**src/rtl/sys_pkg.sv**
```systemverilog
// sys_pkg: command bytes, operand addresses and the sequencer state encoding
// shared by sys_ctrl and its TX push helper.
package sys_pkg;

  localparam logic [7:0] CMD_RF_WR   = 8'hAA;
  localparam logic [7:0] CMD_RF_RD   = 8'hBB;
  localparam logic [7:0] CMD_ALU_OP  = 8'hCC;
  localparam logic [7:0] CMD_ALU_NOP = 8'hDD;
  localparam logic [7:0] ERR_RSP     = 8'hEE;

  // Register-file slots that hold ALU operands A and B.
  localparam int OPA_ADDR = 0;
  localparam int OPB_ADDR = 1;

  typedef enum logic [3:0] {
    ST_IDLE,
    ST_WR_ADDR,
    ST_WR_DATA,
    ST_RD_ADDR,
    ST_RD_WAIT,
    ST_TX_RD,
    ST_ALU_A,
    ST_ALU_B,
    ST_ALU_FUN,
    ST_ALU_WAIT,
    ST_TX_LSB,
    ST_TX_MSB,
    ST_TX_ERR
  } state_e;

  // States that own a byte destined for the TX FIFO.
  function automatic logic is_tx_state(input state_e s);
    return (s == ST_TX_RD) || (s == ST_TX_LSB) || (s == ST_TX_MSB) || (s == ST_TX_ERR);
  endfunction

endpackage

```
**src/rtl/sys_ctrl_tx_push.sv**
```systemverilog
// sys_ctrl_tx_push: registered byte push toward the TX FIFO. A request is
// honoured only when the FIFO has room; otherwise the strobe stays low and the
// last pushed byte stays on the data lines until the caller tries again.
module sys_ctrl_tx_push #(
  parameter int DATA_WIDTH = 8
) (
  input  logic                  clk,
  input  logic                  rst,
  input  logic                  req_i,
  input  logic [DATA_WIDTH-1:0] data_i,
  input  logic                  fifo_full_i,
  output logic                  tx_d_vld_o,
  output logic [DATA_WIDTH-1:0] tx_p_data_o
);

  logic                  push;
  logic                  tx_vld_q;
  logic [DATA_WIDTH-1:0] tx_data_q;

  assign push = req_i && !fifo_full_i;

  // Register the one-cycle strobe and latch the byte only when it is pushed.
  always_ff @(posedge clk) begin
    // NOTE: state is updated with <= so every register samples pre-edge values;
    // a blocking = here would let later statements see the new value early.
    if (rst) begin
      tx_vld_q  <= 1'b0;
      tx_data_q <= '0;
    end else begin
      tx_vld_q <= push;
      if (push) tx_data_q <= data_i;
    end
  end

  assign tx_d_vld_o  = tx_vld_q;
  assign tx_p_data_o = tx_data_q;

endmodule

```
**src/rtl/sys_ctrl.sv**
```systemverilog
// sys_ctrl: byte-command sequencer between the UART RX stream and the
// register file / ALU / TX FIFO. All outputs are registered.
// Optional feature: define SYS_CTRL_ERR_RSP_EN to answer unknown command bytes
// with a single 0xEE pushed to the TX FIFO.
module sys_ctrl
  import sys_pkg::*;
#(
  parameter int DATA_WIDTH = 8,
  parameter int ADDR_WIDTH = 4,
  parameter int FUN_WIDTH  = 4
) (
  input  logic                    clk,
  input  logic                    rst,
  input  logic [DATA_WIDTH-1:0]   rx_p_data,
  input  logic                    rx_d_vld,
  input  logic [DATA_WIDTH-1:0]   rf_rd_data,
  input  logic                    rf_rd_data_vld,
  input  logic [2*DATA_WIDTH-1:0] alu_out,
  input  logic                    alu_out_vld,
  input  logic                    fifo_full,
  output logic                    rf_wr_en,
  output logic                    rf_rd_en,
  output logic [ADDR_WIDTH-1:0]   rf_addr,
  output logic [DATA_WIDTH-1:0]   rf_wr_data,
  output logic                    alu_en,
  output logic [FUN_WIDTH-1:0]    alu_fun,
  output logic                    clk_g_en,
  output logic [DATA_WIDTH-1:0]   tx_p_data,
  output logic                    tx_d_vld
);

  state_e                  state_q, state_d;
  logic                    rf_wr_en_q, rf_wr_en_d;
  logic                    rf_rd_en_q, rf_rd_en_d;
  logic [ADDR_WIDTH-1:0]   rf_addr_q, rf_addr_d;
  logic [DATA_WIDTH-1:0]   rf_wr_data_q, rf_wr_data_d;
  logic                    alu_en_q, alu_en_d;
  logic [FUN_WIDTH-1:0]    alu_fun_q, alu_fun_d;
  logic                    clk_g_en_q, clk_g_en_d;
  logic [2*DATA_WIDTH-1:0] res_q, res_d;
  logic                    push_req;
  logic [DATA_WIDTH-1:0]   push_byte;

  // Next state, next output values and the TX push request.
  always_comb begin
    // NOTE: every variable gets a default before the case, so no path can
    // leave one unassigned and infer a latch.
    state_d      = state_q;
    rf_wr_en_d   = 1'b0;
    rf_rd_en_d   = 1'b0;
    rf_addr_d    = rf_addr_q;
    rf_wr_data_d = rf_wr_data_q;
    alu_fun_d    = alu_fun_q;
    res_d        = res_q;

    case (state_q)
      ST_IDLE: if (rx_d_vld) begin
        case (rx_p_data)
          CMD_RF_WR:   state_d = ST_WR_ADDR;
          CMD_RF_RD:   state_d = ST_RD_ADDR;
          CMD_ALU_OP:  state_d = ST_ALU_A;
          CMD_ALU_NOP: state_d = ST_ALU_FUN;
`ifdef SYS_CTRL_ERR_RSP_EN
          default:     state_d = ST_TX_ERR;
`else
          default:     state_d = ST_IDLE;
`endif
        endcase
      end
      ST_WR_ADDR: if (rx_d_vld) begin
        rf_addr_d = rx_p_data[ADDR_WIDTH-1:0];
        state_d   = ST_WR_DATA;
      end
      ST_WR_DATA: if (rx_d_vld) begin
        rf_wr_data_d = rx_p_data;
        rf_wr_en_d   = 1'b1;
        state_d      = ST_IDLE;
      end
      ST_RD_ADDR: if (rx_d_vld) begin
        rf_addr_d  = rx_p_data[ADDR_WIDTH-1:0];
        rf_rd_en_d = 1'b1;
        state_d    = ST_RD_WAIT;
      end
      ST_RD_WAIT: if (rf_rd_data_vld) begin
        res_d   = {{DATA_WIDTH{1'b0}}, rf_rd_data};
        state_d = ST_TX_RD;
      end
      ST_ALU_A: if (rx_d_vld) begin
        rf_addr_d    = ADDR_WIDTH'(OPA_ADDR);
        rf_wr_data_d = rx_p_data;
        rf_wr_en_d   = 1'b1;
        state_d      = ST_ALU_B;
      end
      ST_ALU_B: if (rx_d_vld) begin
        rf_addr_d    = ADDR_WIDTH'(OPB_ADDR);
        rf_wr_data_d = rx_p_data;
        rf_wr_en_d   = 1'b1;
        state_d      = ST_ALU_FUN;
      end
      ST_ALU_FUN: if (rx_d_vld) begin
        alu_fun_d = rx_p_data[FUN_WIDTH-1:0];
        state_d   = ST_ALU_WAIT;
      end
      ST_ALU_WAIT: if (alu_out_vld) begin
        res_d   = alu_out;
        state_d = ST_TX_LSB;
      end
      // A TX state is left once its byte shows up on the strobe.
      ST_TX_RD:  if (tx_d_vld) state_d = ST_IDLE;
      ST_TX_LSB: if (tx_d_vld) state_d = ST_TX_MSB;
      ST_TX_MSB: if (tx_d_vld) state_d = ST_IDLE;
      ST_TX_ERR: if (tx_d_vld) state_d = ST_IDLE;
      default:   state_d = ST_IDLE;
    endcase

    // Outputs follow the state being entered so they line up with it.
    alu_en_d   = (state_d == ST_ALU_WAIT);
    clk_g_en_d = (state_d == ST_ALU_FUN) || (state_d == ST_ALU_WAIT);

    // The push is attempted on the edge that enters a TX state, which gives a
    // one-cycle result-to-strobe latency; a held state retries until pushed.
    case (state_d)
      ST_TX_MSB: push_byte = res_d[2*DATA_WIDTH-1:DATA_WIDTH];
      ST_TX_ERR: push_byte = DATA_WIDTH'(ERR_RSP);
      default:   push_byte = res_d[DATA_WIDTH-1:0];
    endcase
    push_req = is_tx_state(state_d) && !((state_d == state_q) && tx_d_vld);
  end

  // State and output registers; reset aborts any command in flight.
  always_ff @(posedge clk) begin
    if (rst) begin
      state_q      <= ST_IDLE;
      rf_wr_en_q   <= 1'b0;
      rf_rd_en_q   <= 1'b0;
      rf_addr_q    <= '0;
      rf_wr_data_q <= '0;
      alu_en_q     <= 1'b0;
      alu_fun_q    <= '0;
      clk_g_en_q   <= 1'b0;
      res_q        <= '0;
    end else begin
      state_q      <= state_d;
      rf_wr_en_q   <= rf_wr_en_d;
      rf_rd_en_q   <= rf_rd_en_d;
      rf_addr_q    <= rf_addr_d;
      rf_wr_data_q <= rf_wr_data_d;
      alu_en_q     <= alu_en_d;
      alu_fun_q    <= alu_fun_d;
      clk_g_en_q   <= clk_g_en_d;
      res_q        <= res_d;
    end
  end

  sys_ctrl_tx_push #(.DATA_WIDTH(DATA_WIDTH)) u_tx_push (
    .clk         (clk),
    .rst         (rst),
    .req_i       (push_req),
    .data_i      (push_byte),
    .fifo_full_i (fifo_full),
    .tx_d_vld_o  (tx_d_vld),
    .tx_p_data_o (tx_p_data)
  );

  assign rf_wr_en   = rf_wr_en_q;
  assign rf_rd_en   = rf_rd_en_q;
  assign rf_addr    = rf_addr_q;
  assign rf_wr_data = rf_wr_data_q;
  assign alu_en     = alu_en_q;
  assign alu_fun    = alu_fun_q;
  assign clk_g_en   = clk_g_en_q;

endmodule

```
**config.mk**
```make
export PLATFORM = sky130hd
export DESIGN_NAME = sys_ctrl
export DESIGN_NICKNAME = d
export VERILOG_FILES = /design/src/rtl/sys_pkg.sv /design/src/rtl/sys_ctrl_tx_push.sv /design/src/rtl/sys_ctrl.sv
export SDC_FILE = /design/constraint.sdc
export NUM_CORES = 1
export LEC_CHECK = 0
export CORE_UTILIZATION = 30
export DETAILED_ROUTE_END_ITERATION = 16
export GPL_TIMING_DRIVEN = 0
export SLEW_MARGIN = 15
export SYNTH_ARGS = -nofsm -noshare
export SYNTH_HDL_FRONTEND = slang
export SYNTH_HIERARCHICAL = 1
export SYNTH_SLANG_ARGS = --single-unit
```
**constraint.sdc**
```tcl
create_clock -name clk -period 6.22 [get_ports clk]
set_input_delay 0.933 -clock clk [delete_from_list [all_inputs] [get_ports clk]]
set_output_delay 0.933 -clock clk [all_outputs]
set_load 0.1 [all_outputs]
```
==> flow_summary.yaml, run 1 <==
outcome:
  status: "complete, no violations"
logic_synthesis:
  ys_ff_latch: 49
  synthArstFlopShare: 0
  ys.warnings.count: 6
  seq_area_frac_synth: 0.419
  yosys-top-cells-area: "dfxtp_1 42%, mux2i_1 9.0%, nor2_1 6.6%"
  yosys_most_used_dff: "dfxtp_1"
  synth_most_common_cell: "dfxtp_1"
  syn-cell-area_mm2: 0.00234
  syn_inst: 247
  synth_edf_count: 0
  synth_common_cells: "49 x dfxtp_1, 41 x nor2_1, 21 x mux2i_1"
  yosysUniqueCellTypes: 54
  postSynthAreaPerCell_um2: 9.48
  yosysTopAreaCellShare: 0.419
  synth_top_area_cell: "dfxtp_1"
  syn-num-nets: 285
setup_path:
  cp.required_ns: 6.41
  critical_path.max_stage_delay_ns: 0.88
  r2r-start: "state_q[2]"
  r2r_setup_slack_ns: 2.98
  r2r-end: "u_tx_push/tx_p_data_o[1]"
  arrival_ns: 4.03
  end_kind: "flop"
  reg2reg_depth: 8
  crit_slowest_cell: "a21boi_0"
  path_max_fanout: 9
  crit_chain: "clkdlybuf4s50_1 -> nor4bb_1 -> and3_2 -> a21oi_1 -> o311a_2 -> or3b_2 -> a21boi_0 -> and2b_4 -> o21ai_0"
  worstSetupPathType: "in -> reg"
  critPathLaunchType: "input port"
  cp_top_family: "compound AO/OA/AOI/OAI gates"
  worst-path-buf-inv: 1
cts:
  hold_buffers: 0
  post_cts_buffers: 0
  path_clk_slew_ns: 0.09
  cts_resized: 0
  clkLatencyLatePin_ns: 0.31
  cts_made_buffers: 5
  cts_max_path_buffers: 2
  clock-root-buffer: "clkbuf_8"
  h-tree-depth: 2
  clock-sinks: 49
  cts_tree: "yes"
hold_path:
  min_from: "u_tx_push/tx_p_data_o[4]"
  whs_path_depth: 2
  holdCritPathClass: "reg -> reg"
  min_to: "u_tx_push/tx_p_data_o[4]"
timing:
  setup_violations: 0
  final_max_slew_viol_count: 0
  min_period_ns: 3.84
  fin_crit_sh: 0.618
  holdWs_ns: 0.471
  clock_skew_ns: 0.0141
  rsz0062_at_grt: "false"
  fmax_mhz: 260
  relSlewSlack: 0.248
  fin_tns_setup_ns: 0
  final_hold_viol_count: 0
  timing_worst_slew_pin_value_ns: 1.12
place:
  io_buffers: 64
  post-dp-hpwl_um: 4590
  gp_congestion: 0.853
pwr:
  seqPwrFrac: 0.511
  leakagePower_uw: 0.00117
  p_clk_frac: 0.341
  switching_share: 0.256
  intPower_uw: 466
  ir_drop_uv: 77.9
  p_per_area_mw_per_mm2: 195
  p_sw_uw: 160
  p_comb_frac: 0.147
route:
  viasPerCell: 5.06
  num_vias: 2113
  drc_errors: 0
  routed_wl_um: 6170
  wl_met3_um: 340
  drt-met1-wl_um: 2970
  routedWlPerCell_um: 14.8
  firstDrtPassIters: 5
  route.met2.wl_um: 2790
  antenna_left: 0
  drt-initial-drc-count: 114
  top_layer: "met4"
floorplan:
  core-area_mm2: 0.00741
  row_count: 31
  start_util: 0.316
  die_area_mm2: 0.00816
  die_w_um: 90.3
  fp.dieH_um: 90.3
  num_io_pins: 67
final_layout:
  diodes: 0
  synthToLayoutAreaGrowth_pct: 37.1
  post-route-util: 0.433
  drive_gt1_frac: 0.113
  layout.nets: 356
global_routing:
  grt_usage: 0.152
  grt_pass1_wl_um: 10100
  first_global_vias: 2060
  grt_overflow: 0
  grt_max_degree: 16
  antenna_found_initial: 0
run:
  cap_violations: 0
metal layers:
metal  track usage  vias up
met5             0        -
met4        0.0403        0
met3        0.0328        5
met2         0.240       70
met1         0.208      993
li1              -     1045
metrics by stage:
step	setup WS, ns	total power (µW)	cell area [µm²]	cells
floorplan	2.85	378	2340	247
global placement	2.14	420	3110	410
detailed placement	2.09	419	3110	410
CTS	2.42	630	3210	418
global route	2.22	653	3210	418
finish	2.38	626	3210	418
how the worst max path moves through the flow:
stage	from	end	cells past startpoint
2_1_floorplan	rx_d_vld	u_tx_push/tx_p_data_o[1]	9
3_3_place_gp	rx_p_data[1]	u_tx_push/tx_p_data_o[1]	9
3_5_place_dp	rx_p_data[1]	u_tx_push/tx_p_data_o[2]	9
4_1_cts	rx_p_data[1]	u_tx_push/tx_p_data_o[2]	9
5_1_grt	rx_p_data[1]	u_tx_push/tx_p_data_o[3]	9
6_report	rx_p_data[1]	u_tx_push/tx_p_data_o[1]	9
cells by family after synthesis:
family / share of synthesized area
mux: 0.0898
simple gates: 0.274
flops: 0.419
xor+xnor: 0.00374
compound gates: 0.165
buf+inv: 0.0492
flip-flops by register name, summed over array words and instances (netlist names):
signal / cells
res_q: 16
rf_wr_data: 8
u_tx_push/tx_p_data_o: 8
alu_fun: 4
rf_addr: 4
state_q: 4
alu_en: 1
clk_g_en: 1
rf_rd_en: 1
rf_wr_en: 1
u_tx_push/tx_d_vld_o: 1
area by class of cell:
cell class	instances	area (µm²)
inverters	4	15.0
repair buffers	64	641
clock buffers	7	96.3
clock inverters	1	8.76
fillers	743	4200
multi-input cells	179	1240
well taps	99	124
plain buffers	15	100
flip-flops and latches	49	981
worst reg2reg max path: stages, from the launching register on:
cell and delay, ns:
dfxtp_1 0.35, or3b_1 0.43, nor3_2 0.18, or4b_1 0.48, and3_4 0.21, nand3b_1 0.14
a21boi_0 0.88, and2b_4 0.36, o21ai_0 0.11
power groups by stage:
stage                     sequential [µW]  clock (µW)  combinational (µW)
final                                 320         213                92.3
after global placement                327           0                92.5
after detailed placement              327           0                92.0
after floorplan                       334           0                44.3
after global routing                  321         233                99.4
after CTS                             320         217                92.3
layout by cell type (no fill, tap or decap), types with 3 or more instances in the layout:
cell type	n
and2b_2	5
buf_4	3
clkdlybuf4s50_1	64
nand2b_1	11
inv_1	4
o21ai_1	5
nand3b_1	3
buf_6	4
a22oi_1	11
a21oi_1	4
mux2i_1	21
nand2_1	3
dfxtp_1	49
nor2b_1	5
a222oi_1	8
nor2_1	41
nand3_1	3
nand4bb_1	8
clkbuf_1	6
o21ai_0	7
clkbuf_8	7
nor3_1	4
No activity file was read; power rests on OpenSTA's default activity.
==> inputs of run 2 (changes only) <==
Clock period 6.22 ns to 3.27 ns, I/O delays scaled along.
==> run 2 against run 1 <==
Routed wire length is 0.52% lower. Clock skew about the same. Count of clock-buffer cells in the layout unchanged. Largest cell class unchanged. Core utilization stayed put. Largest power group unchanged. First-iteration DRC count did not move. Sequential cell count unchanged. Critical path depth did not move. Critical endpoint is now u_tx_push/tx_p_data_o[2]. Register-to-register slack worse by 2.6 ns. Highest routed layer unchanged. Cell count stayed put. Die area did not move. Critical path type unchanged.
==> flow_summary.yaml, run 2 (same netlist as run 1, synthesis figures left out) <==
hold_path:
  min_to: "u_tx_push/tx_p_data_o[0]"
  holdCritPathClass: "reg -> reg"
  whs_path_depth: 2
  min_from: "u_tx_push/tx_p_data_o[0]"
run:
  cap_violations: 0
setup_path:
  critical_path.max_stage_delay_ns: 0.60
  critPathLaunchType: "input port"
  path_max_fanout: 9
  reg2reg_depth: 8
  crit_chain: "clkdlybuf4s50_1 -> nor4bb_1 -> and3_2 -> a21oi_1 -> o311a_2 -> or3b_2 -> a21boi_1 -> and2b_4 -> o21ai_0"
  cp_top_family: "compound AO/OA/AOI/OAI gates"
  arrival_ns: 3.28
  crit_slowest_cell: "a21boi_1"
  r2r-start: "state_q[2]"
  worst-path-buf-inv: 1
  r2r-end: "u_tx_push/tx_p_data_o[2]"
  end_kind: "flop"
  worstSetupPathType: "in -> reg"
  r2r_setup_slack_ns: 0.35
  cp.required_ns: 3.47
floorplan:
  row_count: 31
  die_w_um: 90.3
  core-area_mm2: 0.00741
  num_io_pins: 67
  fp.dieH_um: 90.3
  die_area_mm2: 0.00816
  start_util: 0.316
route:
  drc_errors: 0
  viasPerCell: 5.03
  antenna_left: 0
  drt-initial-drc-count: 114
  firstDrtPassIters: 4
  routed_wl_um: 6140
  routedWlPerCell_um: 14.7
  num_vias: 2101
place:
  io_buffers: 64
  post-dp-hpwl_um: 4590
  gp_congestion: 0.853
  dp_slack_ns: -0.418
timing:
  setup_violations: 0
  worst_slack_ns: 0.182
  timing_worst_slew_pin_value_ns: 1.02
  fmax_mhz: 324
  relSlewSlack: 0.313
  clock_skew_ns: 0.0143
  fin_crit_sh: 0.944
  final_hold_viol_count: 0
  final_max_slew_viol_count: 0
  min_period_ns: 3.09
  rsz0062_at_grt: "false"
pwr:
  p_per_area_mw_per_mm2: 371
  leakagePower_uw: 0.00117
  ir_drop_uv: 148
cts:
  clkLatencyLatePin_ns: 0.31
  cts_made_buffers: 5
  h-tree-depth: 2
  cts_tree: "yes"
  clock-root-buffer: "clkbuf_8"
  path_clk_slew_ns: 0.10
  post_cts_buffers: 0
  clock-sinks: 49
  cts_resized: 1
  hold_buffers: 0
  cts_max_path_buffers: 2
final_layout:
  diodes: 0
  post-route-util: 0.433
  final_cell_mix: "64 x clkdlybuf4s50_1, 49 x dfxtp_1, 41 x nor2_1, 21 x mux2i_1"
  top_register: "res_q"
  final_common_cell: "clkdlybuf4s50_1"
  synthToLayoutAreaGrowth_pct: 37.1
  layout.nets: 356
  largest_reg_flops: 16
  drive_gt1_frac: 0.113
global_routing:
  grt_overflow: 0
  first_global_vias: 2060
  grt_usage: 0.152
  grt_pass1_wl_um: 10100
  grt_max_degree: 16
  antenna_found_initial: 0
outcome:
  status: "complete, no violations"
[run 2: cell counts in the layout (fill, tap and decap cells not counted)]
Identical to the previous run, type by type.
[run 2: layout make-up]
| cell class | instances | area (µm²) |
|---|---|---|
| Fill cell | 743 | 4200 |
| Multi-Input combinational cell | 179 | 1240 |
| Sequential cell | 49 | 981 |
| Timing Repair Buffer | 64 | 641 |
| Tap cell | 99 | 124 |
| Buffer | 15 | 100 |
| Clock buffer | 7 | 96.3 |
| Inverter | 4 | 15.0 |
| Clock inverter | 1 | 8.76 |
[run 2: power by group]
| part | internal, µW | switching [µW] |
|---|---|---|
| clock | 196 | 211 |
| combinational | 86.5 | 88.9 |
| sequential | 604 | 4.73 |
| total | 886 | 304 |
[run 2: how the worst max path moves through the flow]
| stage | start | to | slack [ns] | cells past startpoint |
|---|---|---|---|---|
| final | rx_p_data[1] | u_tx_push/tx_p_data_o[2] | 0.18 | 9 |
| after global routing | rx_p_data[1] | u_tx_push/tx_p_data_o[3] | 0.02 | 9 |
| after CTS | rx_p_data[1] | u_tx_push/tx_p_data_o[2] | 0.19 | 9 |
| after detailed placement | rx_p_data[1] | u_tx_push/tx_p_data_o[2] | -0.42 | 9 |
| after global placement | rx_p_data[1] | u_tx_push/tx_p_data_o[1] | -0.37 | 9 |
| after floorplan | rx_d_vld | u_tx_push/tx_p_data_o[1] | 0.34 | 9 |
[run 2: through the flow]
step / total power (µW) / cell area, µm² / std cells / setup TNS (ns) / hold WS [ns]
2_1_floorplan: 720 / 2340 / 247 / 0 / 0.456
6_report: 1190 / 3210 / 418 / 0 / 0.470
4_1_cts: 1200 / 3210 / 418 / 0 / 0.472
3_3_place_gp: 798 / 3110 / 410 / -3.20 / 0.458
3_5_place_dp: 798 / 3110 / 410 / -3.48 / 0.457
5_1_grt: 1240 / 3210 / 418 / 0 / 0.488
[run 2: layer usage]
layer / wire length (µm) / GRT usage / vias to the layer above
li1: - / - / 1042
met1: 2960 / 0.208 / 984
met2: 2760 / 0.240 / 70
met3: 353 / 0.0328 / 5
met4: 65 / 0.0403 / 0
met5: 0 / 0 / -
[run 2: worst min-delay path, stage by stage, from the launching register on]
cell	delay [ns]
dfxtp_1	0.32
nand2b_1	0.06
o21ai_1	0.05
==> inputs of run 3 (changes only) <==
Settings changed: SETUP_SLACK_MARGIN from default to 0.4.
==> run 3 against run 2 <==
First-iteration DRC count shrank 20%. Combinational power grew 5%. Critical path depth is the same. Critical endpoint is now u_tx_push/tx_p_data_o[3]. Highest routed layer unchanged.
==> flow_summary.yaml, run 3 (same netlist as run 1, synthesis figures left out) <==
outcome:
  status: "complete, no violations"
timing:
  setup_violations: 0
  relSlewSlack: 0.337
  final_max_slew_viol_count: 0
  fmax_mhz: 361
  clock_skew_ns: 0.00706
  fin_crit_sh: 0.847
  worst_slack_ns: 0.499
  min_period_ns: 2.77
  fin_tns_setup_ns: 0
  final_hold_viol_count: 0
  rsz0062_at_grt: "false"
  timing_worst_slew_pin_value_ns: 0.992
route:
  antenna_left: 0
  viasPerCell: 4.98
  num_vias: 2092
  drt-initial-drc-count: 91
  routedWlPerCell_um: 15.1
  drc_errors: 0
  firstDrtPassIters: 4
  routed_wl_um: 6330
cts:
  clock-sinks: 49
  cts_tree: "yes"
  hold_buffers: 0
  h-tree-depth: 2
  cts_made_buffers: 5
  cts_max_path_buffers: 2
  path_clk_slew_ns: 0.09
  clock-root-buffer: "clkbuf_8"
  clkLatencyLatePin_ns: 0.30
final_layout:
  drive_gt1_frac: 0.134
  layout.nets: 358
  final_common_cell: "clkdlybuf4s50_1"
  fin_cells: 420
  diodes: 0
  final_cell_mix: "62 x clkdlybuf4s50_1, 48 x dfxtp_1, 41 x nor2_1, 21 x mux2i_1"
  synthToLayoutAreaGrowth_pct: 38.8
  post-route-util: 0.439
  largest_reg_flops: 16
  top_register: "res_q"
hold_path:
  min_from: "u_tx_push/tx_p_data_o[4]"
  holdCritPathClass: "reg -> reg"
floorplan:
  core-area_mm2: 0.00741
  start_util: 0.316
  die_w_um: 90.3
  row_count: 31
  num_io_pins: 67
  fp.dieH_um: 90.3
  die_area_mm2: 0.00816
pwr:
  p_per_area_mw_per_mm2: 368
  leakagePower_uw: 0.00119
  ir_drop_uv: 180
global_routing:
  grt_pass1_wl_um: 10500
  grt_overflow: 0
  antenna_found_initial: 0
  grt_max_degree: 16
  grt_usage: 0.160
  first_global_vias: 2129
setup_path:
  arrival_ns: 3.01
  path_max_fanout: 8
  cp.required_ns: 3.51
  critPathLaunchType: "input port"
  r2r-start: "state_q[2]"
  r2r_setup_slack_ns: 0.50
  worstSetupPathType: "in -> reg"
  cp-startpoint: "rx_p_data[3]"
  end_kind: "flop"
place:
  dp.cells: 410
  post-dp-hpwl_um: 4700
  gp_congestion: 0.874
  io_buffers: 64
  dp_slack_ns: -0.152
run:
  cap_violations: 0
run 3: metal layers:
metal,routed length [µm],GRT usage,vias to the layer above
met5,0,0,-
met3,265,0.0328,6
li1,-,-,1051
met4,77,0.0484,0
met1,3150,0.221,991
met2,2830,0.248,44
run 3: final timing paths:
path	endpoint	depth (start not counted)
max	u_tx_push/tx_p_data_o[3]	9
min	u_tx_push/tx_p_data_o[4]	2
max reg2reg	u_tx_push/tx_p_data_o[3]	9
min reg2reg	u_tx_push/tx_p_data_o[4]	2
run 3: power breakdown:
group / switching (µW) / internal, µW / total (µW)
registers: 5.02 / 604 / 609
logic: 91.9 / 90.6 / 183
clock network: 208 / 196 / 404
total: 305 / 891 / 1200
run 3: worst max-delay path: stages:
cell             delay, ns
clkdlybuf4s50_1       0.57
nand4b_1              0.16
or4b_4                0.53
and3_4                0.20
or4_4                 0.51
buf_8                 0.16
mux2i_1               0.17
nand4bb_1             0.11
o21ai_0               0.09
run 3: cell type report:
class | count | area, µm²
Clock inverter | 1 | 8.76
Multi-Input combinational cell | 179 | 1270
Inverter | 4 | 15.0
Tap cell | 99 | 124
Sequential cell | 49 | 982
Fill cell | 735 | 4160
Timing Repair Buffer | 66 | 653
Clock buffer | 7 | 96.3
Buffer | 15 | 104
run 3: timing repair:
item / CTS / global route
setup buffers: 0 / 2
endpoints found under the hold margin: 0 / 0
pin swaps: 0 / 5
resized for setup: 3 / 7
endpoints found under the setup margin: 9 / 8
run 3: through the flow:
step / total power [µW] / cell area, µm² / hold WS (ns)
CTS: 1200 / 3210 / 0.480
global route: 1250 / 3250 / 0.496
detailed placement: 798 / 3110 / 0.465
floorplan: 720 / 2340 / 0.456
finish: 1200 / 3250 / 0.471
global placement: 798 / 3110 / 0.460
